### src/rtl/serial_bit_feeder.sv
// serial_bit_feeder
// Parallel-to-serial front end. Accepts WIDTH-bit words on a valid/ready
// handshake and emits them MSB first, one bit per clock. A one-entry holding
// register lets a second word wait while the current word shifts out, so
// back-to-back words stream with no gap between them.
//
// Ports:
//   clock       : single clock, rising edge
//   reset       : asynchronous, active-high; clears all state immediately
//   word_in     : parallel word, sampled only on an accepting edge
//   word_valid  : word_in is valid
//   word_ready  : block can accept a word (holding register empty)
//   data_out    : current serial bit, 0 when bit_valid is low
//   bit_valid   : data_out carries a real bit this cycle
//   last_bit    : data_out carries the LSB of a word
//   busy        : shifter active or holding register full
module serial_bit_feeder #(
  parameter int WIDTH = 8,
  parameter int CNT_W = $clog2(WIDTH)
) (
  input  logic             clock,
  input  logic             reset,
  input  logic [WIDTH-1:0] word_in,
  input  logic             word_valid,
  output logic             word_ready,
  output logic             data_out,
  output logic             bit_valid,
  output logic             last_bit,
  output logic             busy
);

  typedef enum logic {
    IDLE  = 1'b0,
    SHIFT = 1'b1
  } state_t;

  state_t             state_q,     state_d;
  logic [WIDTH-1:0]   shift_q,     shift_d;
  logic [CNT_W-1:0]   bit_cnt_q,   bit_cnt_d;
  logic [WIDTH-1:0]   hold_q,      hold_d;
  logic               hold_full_q, hold_full_d;

  logic accept;
  logic at_last;

  // Ready depends only on the holding register, so there is no
  // combinational path from word_valid to word_ready.
  assign accept  = word_valid && !hold_full_q;
  assign at_last = (bit_cnt_q == CNT_W'(WIDTH - 1));

  always_ff @(posedge clock or posedge reset) begin
    if (reset) begin
      state_q     <= IDLE;
      shift_q     <= '0;
      bit_cnt_q   <= '0;
      hold_q      <= '0;
      hold_full_q <= 1'b0;
    end else begin
      state_q     <= state_d;
      shift_q     <= shift_d;
      bit_cnt_q   <= bit_cnt_d;
      hold_q      <= hold_d;
      hold_full_q <= hold_full_d;
    end
  end

  always_comb begin
    state_d     = state_q;
    shift_d     = shift_q;
    bit_cnt_d   = bit_cnt_q;
    hold_d      = hold_q;
    hold_full_d = hold_full_q;

    case (state_q)
      IDLE: begin
        if (accept) begin
          shift_d   = word_in;
          bit_cnt_d = '0;
          state_d   = SHIFT;
        end
      end

      SHIFT: begin
        if (!at_last) begin
          shift_d   = shift_q << 1;
          bit_cnt_d = bit_cnt_q + CNT_W'(1);
          if (accept) begin
            hold_d      = word_in;
            hold_full_d = 1'b1;
          end
        end else if (hold_full_q) begin
          // Held word follows the current LSB with no bubble.
          shift_d     = hold_q;
          bit_cnt_d   = '0;
          hold_full_d = 1'b0;
        end else if (accept) begin
          // Word arriving during the LSB cycle bypasses the holding register.
          shift_d   = word_in;
          bit_cnt_d = '0;
        end else begin
          shift_d   = '0;
          bit_cnt_d = '0;
          state_d   = IDLE;
        end
      end

      default: begin
        state_d = IDLE;
      end
    endcase
  end

  assign word_ready = !hold_full_q;
  assign bit_valid  = (state_q == SHIFT);
  assign data_out   = (state_q == SHIFT) && shift_q[WIDTH-1];
  assign last_bit   = (state_q == SHIFT) && at_last;
  assign busy       = (state_q == SHIFT) || hold_full_q;

endmodule
### config.mk
export PLATFORM = sky130hd
export DESIGN_NAME = serial_bit_feeder
export DESIGN_NICKNAME = d
export VERILOG_FILES = /design/src/rtl/serial_bit_feeder.sv
export SDC_FILE = /design/constraint.sdc
export NUM_CORES = 1
export LEC_CHECK = 0
export ABC_AREA = 0
export BUFFER_PORTS_ARGS = -buffer_cell sky130_fd_sc_hd__buf_2
export CAP_MARGIN = 20
export CELL_PAD_IN_SITES_DETAIL_PLACEMENT = 0
export CELL_PAD_IN_SITES_GLOBAL_PLACEMENT = 1
export CORE_MARGIN = 2
export CORE_UTILIZATION = 30
export DETAILED_ROUTE_END_ITERATION = 6
export PLACE_DENSITY_LB_ADDON = 0.2
export SLEW_MARGIN = 30
export SYNTH_ARGS = -nofsm -noshare
export SYNTH_HDL_FRONTEND = slang
export SYNTH_SLANG_ARGS = --single-unit
### constraint.sdc
create_clock -name clock -period 3.1 [get_ports clock]
set_input_delay 0.155 -clock clock [delete_from_list [all_inputs] [get_ports clock]]
set_output_delay 0.155 -clock clock [all_outputs]
set_load 0.005 [all_outputs]
After elaboration in Yosys (flattened, before gate mapping)
Cells that the tools add are included. Widths: inputs -> output; s select.

Add/sub/neg operators: 1. Eq/ne operators: 2. Muxes and demuxes: 14. Bitwise logic cells: 2. Reduce and logical (&&, ||, !) cells: 8.

Operators by type and width (number): $mux 8 (4); $pmux 8 s2 (1); $mux 3 (2); $pmux 3 s2 (1); $mux 1 (5); $add 3x1->3 const B (1); $eq 3x3->1 const B (1); $logic_and 1x1->1 (3); $reduce_and 3->1 (1); $ne 2x2->1 const B (1); $not 1->1 (2); $pmux 1 s2 (1); $reduce_and 2->1 (1); $reduce_bool 2->1 (1); $logic_not 1->1 (1); $logic_or 1x1->1 (1).

Flip-flop bits (word level): 21. Output and inout port bits: 5. Logic and storage cells: 32.

Longest topological paths before layout
Gate-level depths: netlist of the first run.

Depth after elaboration: 6. Depth in mapped cells: 6.

Least setup slack after synthesis of the first run
Ideal clock, no wire load.

Path kind: register to register. Start point: register bit_cnt_q[0]. End point: register shift_q[1]. Library setup time: 0.126 ns. Data arrival time: 1.531 ns. Data required time: 2.974 ns. Path slack: 1.443 ns. Stages on the path, launching flop included: 7. Period minus slack after synthesis: 1.657 ns. Path through: dfrtp_1 > ha_1 > ha_1 > and3_1 > clkbuf_2 > a32o_1 > a221o_1.

Word-level cells in the longest chain between the ends: 3.

RTL lines: start, declared (RTL line 39) `logic [CNT_W-1:0] bit_cnt_q, bit_cnt_d;`; start signal, assigned (RTL line 61) `bit_cnt_q <= bit_cnt_d;`; $eq 3x3->1 (RTL line 49) `assign at_last = (bit_cnt_q == CNT_W'(WIDTH - 1));`; $mux 8 (RTL line 84) `if (!at_last) begin`; $pmux 8 s2 (RTL line 74) `case (state_q)`; end signal, assigned (RTL line 60) `shift_q <= shift_d;`; end, declared (RTL line 38) `logic [WIDTH-1:0] shift_q, shift_d;`.

Every way passes these cells. A chain may end at the register's enable or synchronous reset.

Worst setup path in the final report of the first run
Start point: register bit_cnt_q[0]. End point: register shift_q[2].

Same word-level chain as after synthesis.

==> results of run 1 <==
[flip-flops by register name (all words and copies together) (netlist names)]
register / count
hold_q: 8
hold_full_q: 1
bit_valid: 1
bit_cnt_q: 3
shift_q: 8
[logic make-up after synthesis]
group / share of synthesized area, %
and+or+nand+nor: 10.4
buffers and inverters: 4.31
muxes: 10.1
AOI/OAI and AO/OA: 18.1
adders and majority gates: 3.80
DFF: 53.2
[worst max-delay path, cell delays in order, from the launching register on]
cell and delay (ps):
dfrtp_1 410, ha_1 230, ha_1 230, nor2b_1 550, nor2_4 110, a221o_1 330
[worst paths after layout]
kind,start,endpoint,slack (ps),cells past startpoint
worst max-delay path,bit_cnt_q[0],shift_q[2],1140,5
worst min register to register,bit_cnt_q[0],bit_cnt_q[0],510,1
min in group clock,word_in[1],shift_q[1],90,2
worst max register to register,bit_cnt_q[0],shift_q[2],1140,5
worst min-delay path,reset,hold_q[6],-20,2
max in group asynchronous,reset,bit_cnt_q[2],2620,2
[routing by layer]
metal / up-vias / part of all wire (%) / GRT usage [%]
met5: - / 0 / 0
li1: 317 / - / -
met4: 0 / 1.0 / 2.74
met1: 331 / 47 / 16.2
met2: 18 / 46 / 20.1
met3: 2 / 5.4 / 4.62
[area by class of cell]
cell class              instances  area share (%)
flip-flops and latches         21            47.2
inverters                       3            1.01
multi-input cells              48            37.7
repair buffers                 15            6.75
well taps                      44            4.95
clock buffers                   4            2.36
[through the flow]
step	util (%)	setup slack (ps)
global route	35.8	979
global placement	35.0	1210
finish	35.8	1140
CTS	35.8	1110
floorplan	-	1440
detailed placement	35.0	1130
[placed cells by master, fill, tap and decap left out, drive strengths merged, types with 3 or more instances in the layout]
cell / count
buf: 15
ha: 3
a32o: 6
mux2: 8
and2: 3
dfrtp: 21
clkbuf: 4
inv: 3
nor2: 4
a221o: 7
[power groups by stage]
stage	Combinational [mW]	Sequential (mW)	Clock [mW]
2_1_floorplan	0.278	0.439	0
3_3_place_gp	0.318	0.464	0
3_5_place_dp	0.323	0.466	0
4_1_cts	0.325	0.459	0.139
5_1_grt	0.364	0.476	0.152
6_report	0.319	0.461	0.131
==> impl_metrics.csv, run 1 <==
group,metric,value,unit
grt,grt_pass1_vias,727,
layout,fill_cells,333,
synth,syn-cell-area,987,sq um
floorplanning,num_rows,20,
route,ant_nets,0,
placement,place.gp.congestion,0.663,
clock_network,cts_buffers,3,
synth,syn_avg_cell_area,13.0,sq um
layout,drive_above_1_share,33.0,%
power,p_clk_share,14.4,%
power,p_leak,0.513,nW
sta,setup_tns,0,ps
synth,synth_edf_count,0,
sta,finalHoldViolations,21,
sta,fin_crit_sh,63.2,%
sta,setup_viol,0,
setup_path,end_kind,"register",
route,drc,0,
clock_network,cts.clk_slew.worst_paths,120,ps
sta,rsz0062_at_grt,"no",
sta,period_needed,1960,ps
synth,syn-instance-count,76,
setup_path,crit_arrival,2150,ps
clock_network,cts.repair.resized,0,
clock_network,cts_hold_buf,0,
outcome,outcome,"finished with violations",
route,via_per_inst,4.95,
layout,multiInputGateArea,419,sq um
floorplanning,core_area,3100,sq um
synth,yosysTopAreaCellShare,53.2,%
route,dr.pass1.iters,4,
synth,synthArstFlopShare,100,%
power,p_int,612,uW
power,ir_worst_vdd,0.000349,V
sta,fmax,510,MHz
grt,gr-total-overflow,0,
placement,io_buffers,15,
layout,syn_to_final_growth,12.7,%
placement,dp_hpwl,1.32,mm
grt,antenna_found_initial,0,
power,sw_frac_of_total,32.8,%
sta,fin_hold_ws,-18.8,ps
clock_network,tritoncts,"yes",
floorplanning,start_util,31.8,%
synth,synthDistinctLibCells,27,
power,seqPwrFrac,50.6,%
synth,syn-num-nets,90,
floorplanning,ios,16,
sta,drv_slew,0,
clock_network,cts_max_path_buffers,2,
floorplanning,dieArea,3770,sq um
setup_path,critPathRequiredTime,3290,ps
clock_network,cts.sinks,21,
synth,synthTopCellsByArea,"dfrtp_1 53%, mux2_2 9.1%, a221o_1 7.1%, a32o_1 6.1%, ha_1 3.8%",
setup_path,path_class,"reg2reg",
layout,nNetsFinal,106,
power,fin_total_pwr,911,uW
outcome,failed_checks,"hold timing",
route,via_count,668,
min_path,min_path_type,"in2async",
sta,worst_pin_slew,801,ps
synth,ys_top_cells_by_count,"21 x dfrtp_1, 8 x mux2_2, 7 x a221o_1",
run,cap_violations,0,
sta,finalClockSkew,7.42,ps
layout,seqCellArea,526,sq um
floorplanning,fp.dieH,61.4,um
grt,grt_max_degree,22,
route,avgRoutedWirePerCell,14.0,um
power,switching_power,299,uW
layout,diodes,0,
sta,slew_headroom,46.6,%
power,p_comb_share,35.0,%
grt,grt_pass1_wl,3.43,mm
synth,ys_ff_latch,21,
synth,synth_seq_area_share,53.2,%
power,p_per_area,819,nW/um^2
placement,place_area,1090,sq um
synth,synth_largest_area_cell,"dfrtp_1",
clock_network,root_buffer,"clkbuf_4",
synth,yosysMostFrequentCell,"dfrtp_1",
layout,fin_cells,135,
clock_network,htree_levels,1,
synth,synth_flop_cell,"dfrtp_1",
synth,ys_warn_count,0,
route,drt_iter0_drc,22,
setup_path,critical_path.max_fanout,8,
placement,placed_cells,131,
setup_path,start_kind,"register",
clock_network,clock_latency,300,ps
clock_network,post-cts-setup-buffers,0,
route,routed_wl,1.89,mm
floorplanning,die_x,61.4,um
grt,grtUsageTotal,12.5,%
layout,stdcell_area,1110,sq um
Power figures use the tool's default switching activity.
==> run 2: changes to the inputs <==
==> constraint.sdc (replaced) <==
create_clock -name clock -period 2 [get_ports clock]
set_input_delay 0.1 -clock clock [delete_from_list [all_inputs] [get_ports clock]]
set_output_delay 0.1 -clock clock [all_outputs]
set_load 0.005 [all_outputs]
==> run 2 against run 1 <==
Net effect:
- the run now ends clean
- die area stayed put
- count of clock-buffer cells in the layout fell by 1
- clock power up 66%
- total power up 59%
- routed wire length grew 7.9%
- critical path depth stayed put
- flip-flop and latch count unchanged
- combinational power grew 63%
- clock skew increased by 5.4 ps
- utilization is 1.6 points higher
- critical endpoint is now shift_q[1]
- largest cell class unchanged
- largest power group unchanged
==> impl_metrics.csv, run 2 (synthesis gave the netlist of run 1 again) <==
group,metric,value,unit
placement,io_buffers,15,
route,drc,0,
sta,fin_crit_sh,88.2,%
floorplanning,core_area,3100,sq um
sta,slew_headroom,45.7,%
floorplanning,start_util,31.8,%
sta,worst_pin_slew,813,ps
setup_path,path_class,"reg2reg",
route,ant_nets,0,
setup_path,critical_path.max_fanout,8,
route,via_count,705,
power,switching_power,486,uW
power,p_clk_share,14.9,%
clock_network,root_buffer,"clkbuf_4",
clock_network,tritoncts,"yes",
clock_network,cts_buffers,3,
setup_path,start_kind,"register",
sta,setup_viol,0,
sta,fmax,567,MHz
floorplanning,num_rows,20,
setup_path,end_kind,"register",
sta,period_needed,1760,ps
clock_network,cts_max_path_buffers,2,
clock_network,cts.clk_slew.worst_paths,130,ps
grt,grt_pass1_vias,705,
sta,drv_slew,0,
power,seqPwrFrac,49.2,%
layout,syn_to_final_growth,17.6,%
placement,place.gp.congestion,0.663,
grt,antenna_found_initial,0,
layout,top_regs,"hold_q: 8 flops, shift_q: 8 flops, bit_cnt_q: 3 flops",
clock_network,cts.sinks,21,
grt,grtUsageTotal,12.7,%
layout,diodes,0,
floorplanning,fp.dieH,61.4,um
setup_path,crit_path_cell_trace,"ha_1 -> ha_1 -> and3_1 -> a32o_1 -> a221o_1",
sta,setup_tns,0,ps
clock_network,clock_latency,320,ps
sta,finalClockSkew,12.8,ps
power,p_int,966,uW
layout,final_util,37.4,%
layout,most-common-layout-cells,"21 x dfrtp_1, 15 x buf_2, 8 x mux2_2",
sta,finalHoldViolations,0,
min_path,min_from,"word_in[2]",
floorplanning,die_x,61.4,um
power,ir_worst_vdd,0.000393,V
grt,grt_pass1_wl,3.37,mm
power,p_leak,0.534,nW
grt,gr-total-overflow,0,
setup_path,r2r_cells,5,
layout,final_common_cell,"dfrtp_1",
setup_path,critPathRequiredTime,2220,ps
layout,nNetsFinal,111,
power,p_comb_share,35.9,%
power,sw_frac_of_total,33.5,%
setup_path,path_buf_inv,0,
clock_network,post-cts-setup-buffers,0,
placement,dp_hpwl,1.34,mm
sta,rsz0062_at_grt,"no",
layout,drive_above_1_share,34.4,%
setup_path,critPathTopFamily,"compound AO/OA/AOI/OAI gates",
outcome,outcome,"finished, final reports clean",
route,drt_iter0_drc,32,
setup_path,slowest_delay,420,ps
route,avgRoutedWirePerCell,14.6,um
grt,grt_max_degree,22,
min_path,min_path_cells,2,
setup_path,crit_path_start,"bit_cnt_q[0]",
floorplanning,dieArea,3770,sq um
route,dr.pass1.iters,4,
layout,fill_cells,334,
setup_path,crit_arrival,1980,ps
power,p_per_area,1250,nW/um^2
route,routed_wl,2.04,mm
setup_path,cp_common_cell,"ha_1",
min_path,min_path_type,"in2reg",
run,cap_violations,0,
clock_network,htree_levels,1,
setup_path,crit_slowest_cell,"dfrtp_1",
floorplanning,ios,16,
route,via_per_inst,5.04,
setup_path,r2r-start,"bit_cnt_q[0]",
setup_path,worstSetupPathDepth,5,
[run 2: cell types whose count changed in the layout (fill, tap and decap cells not counted), sizes merged]
cell | before | now
dlygate4sd3 | 0 | 3
buf | 15 | 17
clkinvlp | 0 | 1
clkbuf | 4 | 3
[run 2: metrics by stage]
| step | total power [mW] | hold WS (ps) | instance area (sq um) | setup WS, ps | instances |
|---|---|---|---|---|---|
| 6_report | 1.45 | 18.6 | 1160 | 235 | 140 |
| 4_1_cts | 1.47 | 6.58 | 1140 | 240 | 138 |
| 5_1_grt | 1.57 | 1.81 | 1160 | 177 | 140 |
| 3_5_place_dp | 1.24 | 289 | 1100 | 237 | 133 |
| 2_1_floorplan | 1.11 | 76.5 | 987 | 343 | 76 |
| 3_3_place_gp | 1.23 | 301 | 1100 | 293 | 133 |
[run 2: routing by layer]
layer,GRT usage (%),wire length (um)
met5,0,0
met3,2.52,67
met4,6.38,38
met2,19.0,917
met1,17.5,1020
[run 2: layout make-up]
| cell class | instances | area, sq um | share of cell area, % |
|---|---|---|---|
| clock buffer | 3 | 22.5 | 1.94 |
| tap | 44 | 55.1 | 4.74 |
| inverter | 3 | 11.3 | 0.970 |
| sequential | 21 | 526 | 45.3 |
| clock inverter | 1 | 7.51 | 0.647 |
| timing repair buffer | 20 | 120 | 10.3 |
| multi-input combinational | 48 | 419 | 36.1 |
[run 2: worst reg2reg max path, stage by stage (launching register included)]
cell	delay (ps)
dfrtp_1	420
ha_1	230
ha_1	240
and3_1	290
a32o_1	240
a221o_1	260
[run 2: worst paths after layout]
check                              to  slack (ps)
setup / recovery           shift_q[1]         240
hold / removal             shift_q[2]          20
setup reg to reg           shift_q[1]         240
hold reg to reg            shift_q[7]         510
max in group asynchronous   hold_q[0]        1020
min in group asynchronous  shift_q[6]         460
[run 2: timing repair]
item                      CTS  global route
hold endpoints to repair   21             2
hold buffers                1             2
gates resized for setup     0             0
[run 2: power groups by stage]
stage / Sequential [mW] / Clock (mW) / Combinational (mW)
3_5_place_dp: 0.723 / 0 / 0.520
5_1_grt: 0.735 / 0.249 / 0.584
4_1_cts: 0.713 / 0.227 / 0.525
2_1_floorplan: 0.680 / 0 / 0.431
3_3_place_gp: 0.721 / 0 / 0.512
6_report: 0.715 / 0.217 / 0.521
